$ cat src/rtl/reg_map_pkg.sv
// reg_map_pkg: shared FSM encoding and flattened-vector helpers for the parametrised register map.
package reg_map_pkg;
    typedef enum logic [1:0] {IDLE = 2'd0, EXEC = 2'd1, RESP = 2'd2} state_t;
    // Bounds for get_slice: DATA_W <= MAX_W and NUM_REGS*DATA_W <= MAX_FLAT.
    localparam int MAX_FLAT = 8192;
    localparam int MAX_W = 64;
    function automatic int rw_bit(input int addr_w);
        return addr_w;
    endfunction
    function automatic logic [MAX_W-1:0] get_slice(input logic [MAX_FLAT-1:0] v, input int i, input int w);
        return MAX_W'(v >> (i * w));
    endfunction
endpackage

$ cat src/rtl/reg_map_cell.sv
// reg_map_cell: one register with bus-over-fabric write priority and a bus write pulse.
module reg_map_cell
    import reg_map_pkg::*;
#(
    parameter int DATA_W = 8,
    parameter bit RO = 1'b0,
    parameter logic [DATA_W-1:0] RESET_VAL = '0
) (
    input  logic              clk,
    input  logic              rst,
    input  logic              bus_we,
    input  logic [DATA_W-1:0] bus_wdata,
    input  logic              hw_we,
    input  logic [DATA_W-1:0] hw_wdata,
    output logic [DATA_W-1:0] q,
    output logic              wr_pulse
);
    logic bus_wr;
    assign bus_wr = bus_we && !RO;
    always_ff @(posedge clk or posedge rst) begin
        if (rst) begin
            q <= RESET_VAL;
            wr_pulse <= 1'b0;
        end else begin
            q <= bus_wr ? bus_wdata : hw_we ? hw_wdata : q;
            wr_pulse <= bus_wr;
        end
    end
endmodule

$ cat src/rtl/reg_map_param.sv
// reg_map_param: host request FSM, decode, read mux and error response over a bank of reg_map_cell.
module reg_map_param
    import reg_map_pkg::*;
#(
    parameter int DATA_W = 8,
    parameter int ADDR_W = 7,
    parameter int NUM_REGS = 8,
    parameter logic [NUM_REGS-1:0] RO_MASK = '0,
    parameter logic [NUM_REGS*DATA_W-1:0] RESET_VALS = '0
) (
    input  logic                         clk,
    input  logic                         rst,
    input  logic                         req_valid,
    output logic                         req_ready,
    input  logic [ADDR_W:0]              req_addr,
    input  logic [DATA_W-1:0]            req_wdata,
    output logic                         rsp_valid,
    output logic [DATA_W-1:0]            rsp_rdata,
    output logic                         rsp_err,
    input  logic [NUM_REGS-1:0]          hw_we,
    input  logic [NUM_REGS*DATA_W-1:0]   hw_wdata,
    output logic [NUM_REGS*DATA_W-1:0]   reg_q,
    output logic [NUM_REGS-1:0]          reg_wr_pulse
);
    localparam int RW = rw_bit(ADDR_W);
    state_t state, state_nx;
    logic [ADDR_W:0] addr_q;
    logic [DATA_W-1:0] wdata_q, rdata_q, rd_mux;
    logic err_q, ro_hit, oor, is_wr;
    logic [NUM_REGS-1:0] sel, bus_we;
    // An index that selects no register is out of range.
    always_comb begin
        sel = '0;
        rd_mux = '0;
        ro_hit = 1'b0;
        for (int i = 0; i < NUM_REGS; i++) begin
            sel[i] = addr_q[ADDR_W-1:0] == ADDR_W'(i);
            rd_mux |= sel[i] ? reg_q[i*DATA_W +: DATA_W] : '0;
            ro_hit |= sel[i] & RO_MASK[i];
        end
        is_wr = addr_q[RW];
        oor = ~|sel;
        bus_we = (state == EXEC && is_wr) ? sel : '0;
    end
    always_comb begin
        state_nx = (state == IDLE) ? (req_valid ? EXEC : IDLE) : (state == EXEC) ? RESP : IDLE;
        req_ready = state == IDLE;
        rsp_valid = state == RESP;
        rsp_rdata = rsp_valid ? rdata_q : '0;
        rsp_err = rsp_valid && err_q;
    end
    always_ff @(posedge clk or posedge rst) begin
        if (rst) begin
            state <= IDLE;
            addr_q <= '0;
            wdata_q <= '0;
            rdata_q <= '0;
            err_q <= 1'b0;
        end else begin
            state <= state_nx;
            if (req_valid && req_ready) begin
                addr_q <= req_addr;
                wdata_q <= req_wdata;
            end
            if (state == EXEC) begin
                rdata_q <= (is_wr || oor) ? '0 : rd_mux;
                err_q <= oor || (is_wr && ro_hit);
            end
        end
    end
    for (genvar i = 0; i < NUM_REGS; i++) begin : g_cell
        reg_map_cell #(
            .DATA_W(DATA_W),
            .RO(RO_MASK[i]),
            .RESET_VAL(DATA_W'(get_slice(MAX_FLAT'(RESET_VALS), i, DATA_W)))
        ) u_cell (
            .clk(clk),
            .rst(rst),
            .bus_we(bus_we[i]),
            .bus_wdata(wdata_q),
            .hw_we(hw_we[i]),
            .hw_wdata(hw_wdata[i*DATA_W +: DATA_W]),
            .q(reg_q[i*DATA_W +: DATA_W]),
            .wr_pulse(reg_wr_pulse[i])
        );
    end
endmodule

$ cat config.mk
export PLATFORM = sky130hd
export DESIGN_NAME = reg_map_param
export DESIGN_NICKNAME = d
export VERILOG_FILES = /design/src/rtl/reg_map_pkg.sv /design/src/rtl/reg_map_cell.sv /design/src/rtl/reg_map_param.sv
export SDC_FILE = /design/constraint.sdc
export NUM_CORES = 1
export LEC_CHECK = 0
export CORE_ASPECT_RATIO = 1.1
export CORE_MARGIN = 5
export CORE_UTILIZATION = 46
export CTS_CLUSTER_SIZE = 20
export DETAILED_ROUTE_END_ITERATION = 8
export PLACE_DENSITY = 0.8
export SLEW_MARGIN = 0
export SYNTH_ARGS = -nofsm -noshare
export SYNTH_HDL_FRONTEND = slang
export SYNTH_SLANG_ARGS = --single-unit
export TNS_END_PERCENT = 20
$ cat constraint.sdc
create_clock -name clk -period 3.6 [get_ports clk]
set_input_delay 0.36 -clock clk [delete_from_list [all_inputs] [get_ports clk]]
set_output_delay 0.36 -clock clk [all_outputs]
set_load 0.1 [all_outputs]
==> results.cfg, run 1 <==
[run_status]
run_status = complete, no violations

[critical_path]
critPathCaptureType = output port
timing_worst_setup_path_type = reg -> out
worst_ep_arrival_time_ps = 2110
crit_path_cell_trace = nor2_1 > clkdlybuf4s50_1
critical-path-max-stage-delay_ps = 1170
required_ps = 3240
worst-path-max-fanout = 5
worst_path_max_delay_cell = sky130_fd_sc_hd__clkdlybuf4s50_1
setup.worst_path.start_class = flip-flop

[final_layout]
num_antenna_cells = 0
layout-area-overhead-vs-synth_pct = 38.59
fillers = 896
num-nets-final = 700
finalCoreUtilization_pct = 64.64
layout-drive-gt1-share_pct = 9.283

[drt]
via_count = 4072
drtPass1Iterations = 4
routedWlPerCell_microns = 19.53
detail_route.iter0.violations = 235
drc = 0
detail_route.vias_per_cell = 5.351
route.antenna.remaining_nets = 0
detailed_route_wire_length_microns = 14860

[power_and_ir_drop]
power-per-cell-area_mw_per_mm2 = 543.0
power.sequential.fraction_pct = 40.1
power_report.internal_total_mw = 2.215
clock_power_share_pct = 25.0
leakage_nw = 3.024
switching_share_pct = 41.62
ir_worst_vdd_mv = 0.3194
post-layout-total-power_mw = 3.794
power_switching_mw = 1.579
power.combinational.fraction_pct = 35.0

[clock_tree]
cts_num_sinks = 99
cts_buffer_depth = 2
clkLatencyLatePin_ps = 340
clk_transition_reported_paths_ps = 60
cts-buffers-inserted = 9
ctsHoldBuffers = 0
cts.repair_timing.setup_buffer_count = 0
cts_tree = done
htree_levels = 3
cts_repair_resize_count = 0
clockRootBuffer = sky130_fd_sc_hd__clkbuf_16

[sta]
slew_headroom_pct = 31.10
slew_of_the_pin_with_the_lowest_slew_margin_ps = 1030
drv_slew = 0
setup_violations = 0
clock_skew_ps = 3.735
setup_tns_ps = 0
postLayoutSetupSlackWorst_ps = 1128
rsz0062_at_grt = false
final.min_clock_period_ps = 2472
final_hold_fails = 0
post-route-period-util_pct = 68.67
fmaxAchievable_mhz = 404.5

[grt]
antenna_found_initial = 0
grt_first_pass_wirelength_microns = 22700
grt_pass1_vias = 4234
grt_use_total_pct = 22.88
grt-ovfl-total = 0
largest_net_degree_at_the_start_of_global_routing = 87

[yosys]
postSynthRegisterBits = 99
syn_area_per_cell_sq_um = 10.73
synth_top_cell_area_share_pct = 49.13
synth_area_sq_mm = 0.005042
postSynthCellCount = 470
yosysWarnings = 0
synth.lib_cells_used.distinct = 34
mappedNetlistNets = 561
synth_area_leader = sky130_fd_sc_hd__dfrtp_1
synth.yosys.seq_area_share_pct = 49.13
synth_top_cells_by_area = sky130_fd_sc_hd__dfrtp_1 (49%), sky130_fd_sc_hd__mux2i_1 (19%), sky130_fd_sc_hd__o21ai_0 (4.8%), sky130_fd_sc_hd__nand2_1 (4.2%), sky130_fd_sc_hd__mux2_2 (3.8%)

[placed_design]
number_of_input_and_output_port_buffers_inserted = 173
pre_cts_setup_slack_ps = 1251
globalplace.congestion = 0.8820
detailedPlacementHpwl_microns = 11220

[die]
num_rows = 40
placeableCoreArea_sq_mm = 0.01081
die_y_microns = 119.8
die_area_sq_mm = 0.01316
chipWidth_microns = 109.8
initial_utilization_pct = 46.64
floorplan.io_pins = 174

[min_path]
worstHoldPathType = reg -> reg

[run]
timing.max_cap.violations = 0
-- worst max-delay path: cells and delay by family (launching register included) --
kind          cells  cell delay (ps)
flops             1              420
buf+inv           1             1170
simple gates      1              180
-- final timing paths --
check | endpoint | slack (ps) | depth (start not counted) | startpoint
max in group asynchronous | g_cell[1].u_cell.q[2] | 2190 | 3 | rst
worst min-delay path | rdata_q[4] | 490 | 2 | rdata_q[4]
worst max register to register | g_cell[5].u_cell.q[3] | 1210 | 3 | addr_q[4]
worst max-delay path | req_ready | 1130 | 2 | state[1]
min in group asynchronous | g_cell[4].u_cell.wr_pulse | 630 | 2 | rst
worst min register to register | rdata_q[4] | 490 | 2 | rdata_q[4]
-- layout by cell type, fill, tap and decap left out, types with 2 or more instances in the layout --
cell type                         synthesis  layout
sky130_fd_sc_hd__nor3_1                   9       9
sky130_fd_sc_hd__nand4_1                  2       2
sky130_fd_sc_hd__clkinvlp_4               0       2
sky130_fd_sc_hd__o21ai_1                  8       8
sky130_fd_sc_hd__nand2b_1                 3       3
sky130_fd_sc_hd__a21oi_1                 16      16
sky130_fd_sc_hd__buf_4                   16      11
sky130_fd_sc_hd__and2_1                  10      10
sky130_fd_sc_hd__mux2_2                  17      17
sky130_fd_sc_hd__o211ai_1                 7       7
sky130_fd_sc_hd__inv_1                    4       3
sky130_fd_sc_hd__o21ai_0                 48      48
sky130_fd_sc_hd__dfrtp_1                 99      98
sky130_fd_sc_hd__nand2_1                 57      57
sky130_fd_sc_hd__clkdlybuf4s50_1          0     163
sky130_fd_sc_hd__or3_1                    2       2
sky130_fd_sc_hd__nor2_1                  20      20
sky130_fd_sc_hd__nor2b_1                  2       2
sky130_fd_sc_hd__o22ai_1                  8       8
sky130_fd_sc_hd__clkbuf_8                 0       4
sky130_fd_sc_hd__nor4_4                   7       7
sky130_fd_sc_hd__clkbuf_16                0       9
sky130_fd_sc_hd__mux2i_1                 95      95
-- Yosys cell counts (all sizes together) --
| cell type | number |
|---|---|
| a211o | 1 |
| a21oi | 16 |
| a22o | 1 |
| and2 | 10 |
| and3 | 1 |
| and3b | 1 |
| buf | 31 |
| clkbuf | 15 |
| dfrtp | 99 |
| inv | 4 |
| mux2 | 17 |
| mux2i | 95 |
| nand2 | 58 |
| nand2b | 3 |
| nand3b | 1 |
| nand4 | 2 |
| nor2 | 20 |
| nor2b | 2 |
| nor3 | 9 |
| nor4 | 7 |
| o211ai | 7 |
| o21ai | 56 |
| o22ai | 8 |
| or2 | 1 |
| or2b | 1 |
| or3 | 2 |
| or3b | 2 |
-- cell type report --
class | count | area (sq um) | share of cell area [%]
inverter | 4 | 17.52 | 0.2507
timing repair buffer | 174 | 1714 | 24.53
tap | 147 | 183.9 | 2.632
multi-input combinational | 321 | 2293 | 32.82
clock inverter | 3 | 20.02 | 0.2865
clock buffer | 13 | 280.3 | 4.011
sequential | 99 | 2479 | 35.47
-- state kept, by name (all words and copies together), names as in the netlist --
| signal | count |
|---|---|
| g_cell.u_cell.q | 64 |
| g_cell.u_cell.wr_pulse | 8 |
| state | 2 |
| err_q | 1 |
| rdata_q | 8 |
| addr_q | 8 |
| wdata_q | 8 |
-- metal layers --
metal	GRT usage, %	up-vias	part of all wire (%)
li1	-	1914	-
met1	28.58	1981	39
met2	39.45	153	52
met3	3.927	24	7.0
met4	7.872	0	2.1
met5	0	-	0
-- kinds of logic (layout without fill, tap and decap cells) --
kind of cell	after synthesis	count (layout)	share of synthesized area (%)
compound gates	89	89	9.529
buf+inv	50	194	5.384
flops	99	99	49.13
mux	112	112	22.65
simple gates	120	120	13.30
-- power by group through the flow --
| stage | Combinational [mW] | Clock, mW | Sequential, mW |
|---|---|---|---|
| global placement | 1.32 | 0 | 1.53 |
| detailed placement | 1.33 | 0 | 1.53 |
| global route | 1.39 | 0.998 | 1.54 |
| finish | 1.33 | 0.947 | 1.52 |
| floorplan | 0.543 | 0 | 1.89 |
| CTS | 1.33 | 0.949 | 1.52 |
-- stage by stage --
step	instance area, sq um	hold WS (ps)	std cells
final	6988	490.8	761
after global routing	6988	537.6	761
after CTS	6988	494.5	761
after detailed placement	6688	480.0	745
after global placement	6688	475.5	745
after floorplan	5042	441.8	470
Note: power is estimated with default switching activity, not from simulation.
==> run 2, diff against run 1 <==
clock period = 2.6 ns   (was 3.6 ns; I/O delays follow)
==> results.cfg, run 2 (synthesized netlist as in run 1, its figures left out) <==
[clock_tree]
cts-buffers-inserted = 9
cts_repair_resize_count = 0
clk_transition_reported_paths_ps = 60
ctsHoldBuffers = 0
htree_levels = 3
cts_num_sinks = 99
clkLatencyLatePin_ps = 330
cts.repair_timing.setup_buffer_count = 0
cts_buffer_depth = 2
clockRootBuffer = sky130_fd_sc_hd__clkbuf_16
cts_tree = done

[drt]
top_routing_layer_in_use = met4
route.antenna.remaining_nets = 0
detail_route.vias_per_cell = 5.309
wl_met2_microns = 7704
detailed_route_wire_length_microns = 14500
drtPass1Iterations = 5
via_count = 4083
wl_met1_microns = 5531
drc = 0
met3_wirelength_microns = 1091
routedWlPerCell_microns = 18.86
detail_route.iter0.violations = 126

[min_path]
worstHoldPathType = in -> async

[placed_design]
detailedPlacementHpwl_microns = 11230
globalplace.congestion = 0.8489
number_of_input_and_output_port_buffers_inserted = 173

[die]
placeableCoreArea_sq_mm = 0.01081
die_area_sq_mm = 0.01316
die_y_microns = 119.8
chipWidth_microns = 109.8
floorplan.io_pins = 174
initial_utilization_pct = 46.64
num_rows = 40

[final_layout]
top_register = g_cell.u_cell.q
largest_register_ffs = 64
leading_cell_types_in_the_layout_fill_and_taps_excluded = sky130_fd_sc_hd__dfrtp_1 (98), sky130_fd_sc_hd__mux2i_1 (95), sky130_fd_sc_hd__buf_4 (92), sky130_fd_sc_hd__clkdlybuf4s50_1 (90), sky130_fd_sc_hd__nand2_1 (57)
final_common_cell = sky130_fd_sc_hd__dfrtp_1
layout-area-overhead-vs-synth_pct = 36.05
layout-drive-gt1-share_pct = 22.19
finalCoreUtilization_pct = 63.46
num_antenna_cells = 0
num-nets-final = 709

[power_and_ir_drop]
power-per-cell-area_mw_per_mm2 = 745.6
ir_worst_vdd_mv = 0.4093
post-layout-total-power_mw = 5.115
leakage_nw = 3.139

[sta]
rsz0062_at_grt = false
hold-worst-slack_ps = 361.9
post-route-period-util_pct = 82.23
setup_violations = 0
final.min_clock_period_ps = 2138
slew_headroom_pct = 40.03
clock_skew_ps = 6.488
final_hold_fails = 0
slew_of_the_pin_with_the_lowest_slew_margin_ps = 899.6
drv_slew = 0
fmaxAchievable_mhz = 467.7

[grt]
grt_use_total_pct = 22.50
grt_first_pass_wirelength_microns = 22630
grt-ovfl-total = 0
grt_pass1_vias = 4411
antenna_found_initial = 0
largest_net_degree_at_the_start_of_global_routing = 50

[critical_path]
timing_worst_setup_path_type = reg -> reg
required_ps = 2840
critical-path-max-stage-delay_ps = 740
critPathCaptureType = flip-flop
worst-path-max-fanout = 16
crit_path_cell_trace = or3_1 > nor4_4 > nand2_4 > o211ai_1
worst_ep_arrival_time_ps = 2370
worst_path_max_delay_cell = sky130_fd_sc_hd__or3_1
setup.worst_path.start_class = flip-flop

[run_status]
run_status = complete, no violations

[run]
timing.max_cap.violations = 0
run 2: cell types whose count changed in the layout (fill, tap and decap cells not counted):
cell	delta
sky130_fd_sc_hd__buf_12	+1
sky130_fd_sc_hd__inv_4	-1
sky130_fd_sc_hd__nor2_2	+1
sky130_fd_sc_hd__clkbuf_8	-2
sky130_fd_sc_hd__clkdlybuf4s50_1	-73
sky130_fd_sc_hd__clkinv_2	+2
sky130_fd_sc_hd__clkinvlp_4	-1
sky130_fd_sc_hd__clkbuf_1	+1
sky130_fd_sc_hd__buf_4	+81
sky130_fd_sc_hd__nor2_1	-1
run 2: area by class of cell:
class | instances | area (sq um)
Multi-Input combinational cell | 321 | 2296
Clock inverter | 3 | 15.01
Fill cell | 917 | 3950
Timing Repair Buffer | 183 | 1612
Clock buffer | 12 | 256.5
Inverter | 4 | 18.77
Tap cell | 147 | 183.9
Sequential cell | 99 | 2479
run 2: path summary, 6_finish.rpt:
kind	startpoint	end	slack, ps	depth (start not counted)
max in group asynchronous	rst	g_cell[1].u_cell.q[5]	1590	3
worst max register to register	addr_q[4]	rdata_q[5]	460	4
worst min-delay path	rst	g_cell[4].u_cell.q[3]	360	2
min in group clk	rdata_q[7]	rdata_q[7]	500	2
worst min register to register	rdata_q[7]	rdata_q[7]	500	2
worst max-delay path	addr_q[4]	rdata_q[5]	460	4
run 2: routing by layer:
layer | global-route usage (%) | vias up
met1 | 27.77 | 1979
met3 | 4.949 | 14
met5 | 0 | -
met4 | 6.080 | 0
li1 | - | 1938
met2 | 39.19 | 152
run 2: through the flow:
| step | instance area, sq um | TNS [ps] | instances | setup slack (ps) |
|---|---|---|---|---|
| after floorplan | 5049 | -197.9 | 470 | -21.99 |
| after global placement | 6589 | 0 | 754 | 581.0 |
| after detailed placement | 6589 | 0 | 754 | 497.0 |
| after CTS | 6860 | 0 | 769 | 474.7 |
| after global routing | 6860 | 0 | 769 | 311.9 |
| final | 6860 | 0 | 769 | 461.9 |
run 2: report_power, final:
part | internal, mW | switching [mW] | leakage, nW
logic | 0.560 | 1.26 | 1.81
clock network | 0.691 | 0.527 | 0.138
registers | 1.72 | 0.354 | 1.19
run 2: worst max-delay path: cells and delay by family, from the launching register on:
kind	cells	cell delay (ps)
and+or+nand+nor	3	1410
DFF	1	390
AOI/OAI and AO/OA	1	240
==> run 3, diff against run 2 <==
clock period = 2 ns   (was 2.6 ns; I/O delays follow)
==> results.cfg, run 3 (synthesized netlist as in run 1, its figures left out) <==
[power_and_ir_drop]
leakage_nw = 3.213
power-per-cell-area_mw_per_mm2 = 972.8
ir_worst_vdd_mv = 0.5467
post-layout-total-power_mw = 6.881

[final_layout]
layout-drive-gt1-share_pct = 22.98
top_register = g_cell.u_cell.q
num_antenna_cells = 0
largest_register_ffs = 64
num-nets-final = 717
leading_cell_types_in_the_layout_fill_and_taps_excluded = sky130_fd_sc_hd__dfrtp_1 (98), sky130_fd_sc_hd__mux2i_1 (95), sky130_fd_sc_hd__clkdlybuf4s50_1 (90), sky130_fd_sc_hd__buf_4 (90), sky130_fd_sc_hd__nand2_1 (57)
final_common_cell = sky130_fd_sc_hd__dfrtp_1
layout-area-overhead-vs-synth_pct = 40.27
post-route-cell-area_sq_mm = 0.007073
fillers = 854

[clock_tree]
cts_buffer_depth = 2
clk_transition_reported_paths_ps = 60
cts-buffers-inserted = 9
cts_repair_resize_count = 0
cts_tree = done
htree_levels = 3
ctsHoldBuffers = 0
cts.repair_timing.setup_buffer_count = 0
clkLatencyLatePin_ps = 340
cts_num_sinks = 99
clockRootBuffer = sky130_fd_sc_hd__clkbuf_16

[sta]
slew_headroom_pct = 62.51
final_hold_fails = 0
fmaxAchievable_mhz = 557.7
hold-worst-slack_ps = 363.0
setup_violations = 0
setup_tns_ps = 0
drv_slew = 0
post-route-period-util_pct = 89.66
slew_of_the_pin_with_the_lowest_slew_margin_ps = 562.3
final.min_clock_period_ps = 1793
postLayoutSetupSlackWorst_ps = 206.9
clock_skew_ps = 6.686
rsz0062_at_grt = false

[critical_path]
critical-path-max-stage-delay_ps = 380
regToRegSetupSlack_ps = 210
critPathLaunch = addr_q[4]
setup.worst_path.start_class = flip-flop
worst_ep_arrival_time_ps = 2040
crit_path_cell_trace = or3_1 > buf_4 > nor4_4 > nand2_4 > o211ai_1
worst_path_max_delay_cell = sky130_fd_sc_hd__dfrtp_1
critPathCaptureType = flip-flop
reg2reg_to = rdata_q[6]
worst_setup_path_endpoint = rdata_q[6]
reg2reg_from = addr_q[4]
required_ps = 2250
timing_worst_setup_path_type = reg -> reg
reg2reg_depth = 5
worst-path-max-fanout = 16

[grt]
grt-ovfl-total = 0
antenna_found_initial = 0
grt_first_pass_wirelength_microns = 23430
grt_pass1_vias = 4386
grt_use_total_pct = 23.32
largest_net_degree_at_the_start_of_global_routing = 100

[die]
chipWidth_microns = 109.8
floorplan.io_pins = 174
die_y_microns = 119.8
placeableCoreArea_sq_mm = 0.01081
initial_utilization_pct = 46.64
die_area_sq_mm = 0.01316
num_rows = 40

[drt]
via_count = 4070
drc = 0
drtPass1Iterations = 4
detail_route.vias_per_cell = 5.231
detail_route.iter0.violations = 157
detailed_route_wire_length_microns = 14600
routedWlPerCell_microns = 18.77
route.antenna.remaining_nets = 0

[run]
timing.max_cap.violations = 0

[placed_design]
detailedPlacementHpwl_microns = 11170
pre_cts_setup_slack_ps = 201.2
number_of_input_and_output_port_buffers_inserted = 173
globalplace.congestion = 0.8847
postPlaceCellArea_sq_mm = 0.006774

[min_path]
worstHoldPathType = in -> async

[run_status]
run_status = complete, no violations
-- run 3: changes by cell type in the layout (fill, tap and decap cells not counted) --
| cell | previous run | this run |
|---|---|---|
| sky130_fd_sc_hd__bufinv_16 | 0 | 1 |
| sky130_fd_sc_hd__buf_4 | 92 | 90 |
| sky130_fd_sc_hd__buf_12 | 1 | 11 |
| sky130_fd_sc_hd__clkbuf_1 | 1 | 3 |
| sky130_fd_sc_hd__clkinv_2 | 3 | 1 |
-- run 3: metal layers --
metal | share of wire (%) | track usage (%) | up-vias | routed length, microns
li1 | - | - | 1956 | -
met1 | 38 | 29.70 | 1935 | 5544
met2 | 52 | 39.38 | 156 | 7612
met3 | 7.5 | 4.519 | 23 | 1100
met4 | 2.4 | 7.638 | 0 | 346
met5 | 0 | 0 | - | 0
-- run 3: final cells by class --
cell class	instances	area [sq um]	share of cell area, %
flip-flops and latches	99	2479	35.04
multi-input cells	321	2296	32.46
repair buffers	191	1797	25.40
clock buffers	14	264.0	3.733
well taps	147	183.9	2.600
clock inverters	2	35.03	0.4953
inverters	4	18.77	0.2653
-- run 3: through the flow --
step / cells / utilization [%]
4_1_cts: 778 / 65.43
6_report: 778 / 65.43
2_1_floorplan: 470 / -
3_5_place_dp: 762 / 62.66
3_3_place_gp: 762 / 62.66
5_1_grt: 778 / 65.43
-- run 3: worst max-delay path, delay by kind of cell (launching register included) --
| family | cells | cell delay [ps] |
|---|---|---|
| compound gates | 1 | 220 |
| buf+inv | 1 | 230 |
| flops | 1 | 380 |
| simple gates | 3 | 870 |
-- run 3: worst min-delay path by stage --
stage                                endpoint  cells past startpoint         from  slack, ps
floorplan                           addr_q[2]                      1  req_addr[2]        350
global placement                        err_q                      2        err_q        470
detailed placement                      err_q                      2        err_q        480
CTS                 g_cell[4].u_cell.wr_pulse                      3          rst        390
global route        g_cell[4].u_cell.wr_pulse                      3          rst        410
finish              g_cell[4].u_cell.wr_pulse                      3          rst        360
-- run 3: report_power, final --
group / total, mW / switching [mW] / internal, mW
clock network: 1.73 / 0.690 / 1.04
logic: 2.49 / 1.71 / 0.783
registers: 2.66 / 0.424 / 2.24
total: 6.88 / 2.82 / 4.06
==> RTL change, RTL diff (settings of run 1) <==
`DATA_W` is set to 8 in 2 places; all go to 6.
--- a/src/rtl/reg_map_cell.sv
+++ b/src/rtl/reg_map_cell.sv
@@ -4,3 +4,3 @@
 #(
-    parameter int DATA_W = 8,
+    parameter int DATA_W = 6,
     parameter bit RO = 1'b0,
--- a/src/rtl/reg_map_param.sv
+++ b/src/rtl/reg_map_param.sv
@@ -4,3 +4,3 @@
 #(
-    parameter int DATA_W = 8,
+    parameter int DATA_W = 6,
     parameter int ADDR_W = 7,
Ports: changed (resized hw_wdata, reg_q, req_wdata and rsp_rdata); port bits go from 174 to 138. No check against the original RTL was run, so the function may have changed too.
==> RTL change against run 1 <==
Worst setup slack got worse by 240 ps; sequential power decreased by 22%; global-route usage decreased by 1.8 points; critical endpoint is now rsp_valid; power decreased by 24%; largest power group unchanged; wire length decreased by 26%; synthesized area decreased by 22%; cell area decreased by 22%; combinational power decreased by 22%; sequential cell count decreased by 20; core utilization increased by 0.91 points; count of clock-buffer cells in the layout decreased by 3.
==> RTL change: results (changes against run 1) <==
status complete, no violations; initial DRC count 135 (-43%); post-synth cell types 37 (+8.8%); vias in the first global route 3,394 (-20%); CP max FO 8 (+3); Global Route Usage Sum 21.11% (-1.8 points); critical path launch point state[0]$_DFF_PP0_; register area share after synthesis 50.03% (+0.90 points); CP arrival 2350 ps (+240 ps); port buffer count 137 (-21%); FF-to-FF Start addr_q[0]$_DFFE_PP0P_; Area contributors post-synth dfrtp_1 50%, mux2i_1 18%, a21oi_1 6.1%, nor2_1 4.7%, mux2_2 4.6%; DP HPWL 8.332 mm (-26%); Synthesized Nets 450 (-20%); post-DR wirelength/cell 18.08 um (-7.4%); first-pass GRT wire length 17.55 mm (-23%); R2R cell count 4 (+1); crit path to rsp_valid; reg-to-reg slack, setup 1510 ps (+300 ps); CTS Buffer Depth 2 (unchanged); share of cells above drive strength 1 9.879% (+0.60 points); Area after DPL 5286 um2 (-21%); RD Place Congestion 0.8284 (-6.1%); Leak 0.002485 uW (-18%); vias per inst 5.247 (-1.9%); worst hold start rdata_q[0]$_DFFE_PP0N_; CP peak stage delay 1220 ps (+50 ps); Critical R2R Capture g_cell[0].u_cell.q[5]$_DFFE_PP0P_; largest net degree at the start of global routing 43 (-51%); Rel. slew slack 33.06% (+2.0 points); Worst Skew 12.03 ps (+8.293 ps)
==> RTL change: cell count changes after synthesis, moves of 5 or more <==
cell	change
buf_1	+5
inv_1	+6
buf_4	-8
o21ai_0	-48
nor2_1	+29
clkbuf_1	-11
nand3_1	+8
a21oi_1	+32
dfrtp_1	-20
mux2i_1	-25
nand2_1	-43
nor4_4	-7
==> RTL change: worst min-delay path by stage <==
stage / to / slack [ps] / cells after the start
2_1_floorplan: rdata_q[0]$_DFFE_PP0N_ / 430 / 2
4_1_cts: rdata_q[0]$_DFFE_PP0N_ / 470 / 2
6_report: rdata_q[0]$_DFFE_PP0N_ / 470 / 2
3_5_place_dp: rdata_q[0]$_DFFE_PP0N_ / 450 / 2
5_1_grt: rdata_q[0]$_DFFE_PP0N_ / 520 / 2
3_3_place_gp: rdata_q[0]$_DFFE_PP0N_ / 450 / 2
==> RTL change: metrics by stage <==
stage                     total power, uW  std cells  setup slack, ps  hold WS (ps)
after floorplan                      1913        377            436.6         430.4
after global placement               2231        592             1303         448.7
after detailed placement             2245        592             1272         454.1
after CTS                            2892        607            890.6         471.8
after global routing                 2992        607            793.5         522.6
final                                2873        607            891.3         470.4
==> RTL change: report_power, final <==
part	switching [uW]	leakage, uW	total [uW]	internal [uW]
registers	199	0.000953	1190	992
logic	685	0.00144	1040	351
clock network	310	0.0000944	645	335
==> RTL change: routing by layer <==
| layer | GRT usage (%) | vias up | wire length (um) |
|---|---|---|---|
| met4 | 6.049 | 0 | 163 |
| met5 | 0 | - | 0 |
| met3 | 4.684 | 14 | 557 |
| met1 | 26.37 | 1537 | 4580 |
| li1 | - | 1541 | - |
| met2 | 36.67 | 93 | 5675 |
==> RTL change: layout make-up <==
class                   instances  area (um2)
clock buffers                  10       137.6
clock inverters                 5       58.81
fillers                       678        2882
inverters                      10       37.54
multi-input cells             253        1752
flip-flops and latches         79        1977
well taps                     111       138.9
repair buffers                139        1381
==> RTL change: cells by family after synthesis <==
logic type             Yosys count  share of synthesized area (%)
and+or+nand+nor                102                          13.01
muxes                           86                          22.29
DFF                             79                          50.03
AOI/OAI and AO/OA               65                          9.025
buffers and inverters           45                          5.636
==> RTL change: worst reg2reg max path, cell delays in order (launching register included) <==
cell and delay [ps]:
dfrtp_1 740, and4bb_2 530, nand3_1 360, nor2_1 260, a21oi_1 70
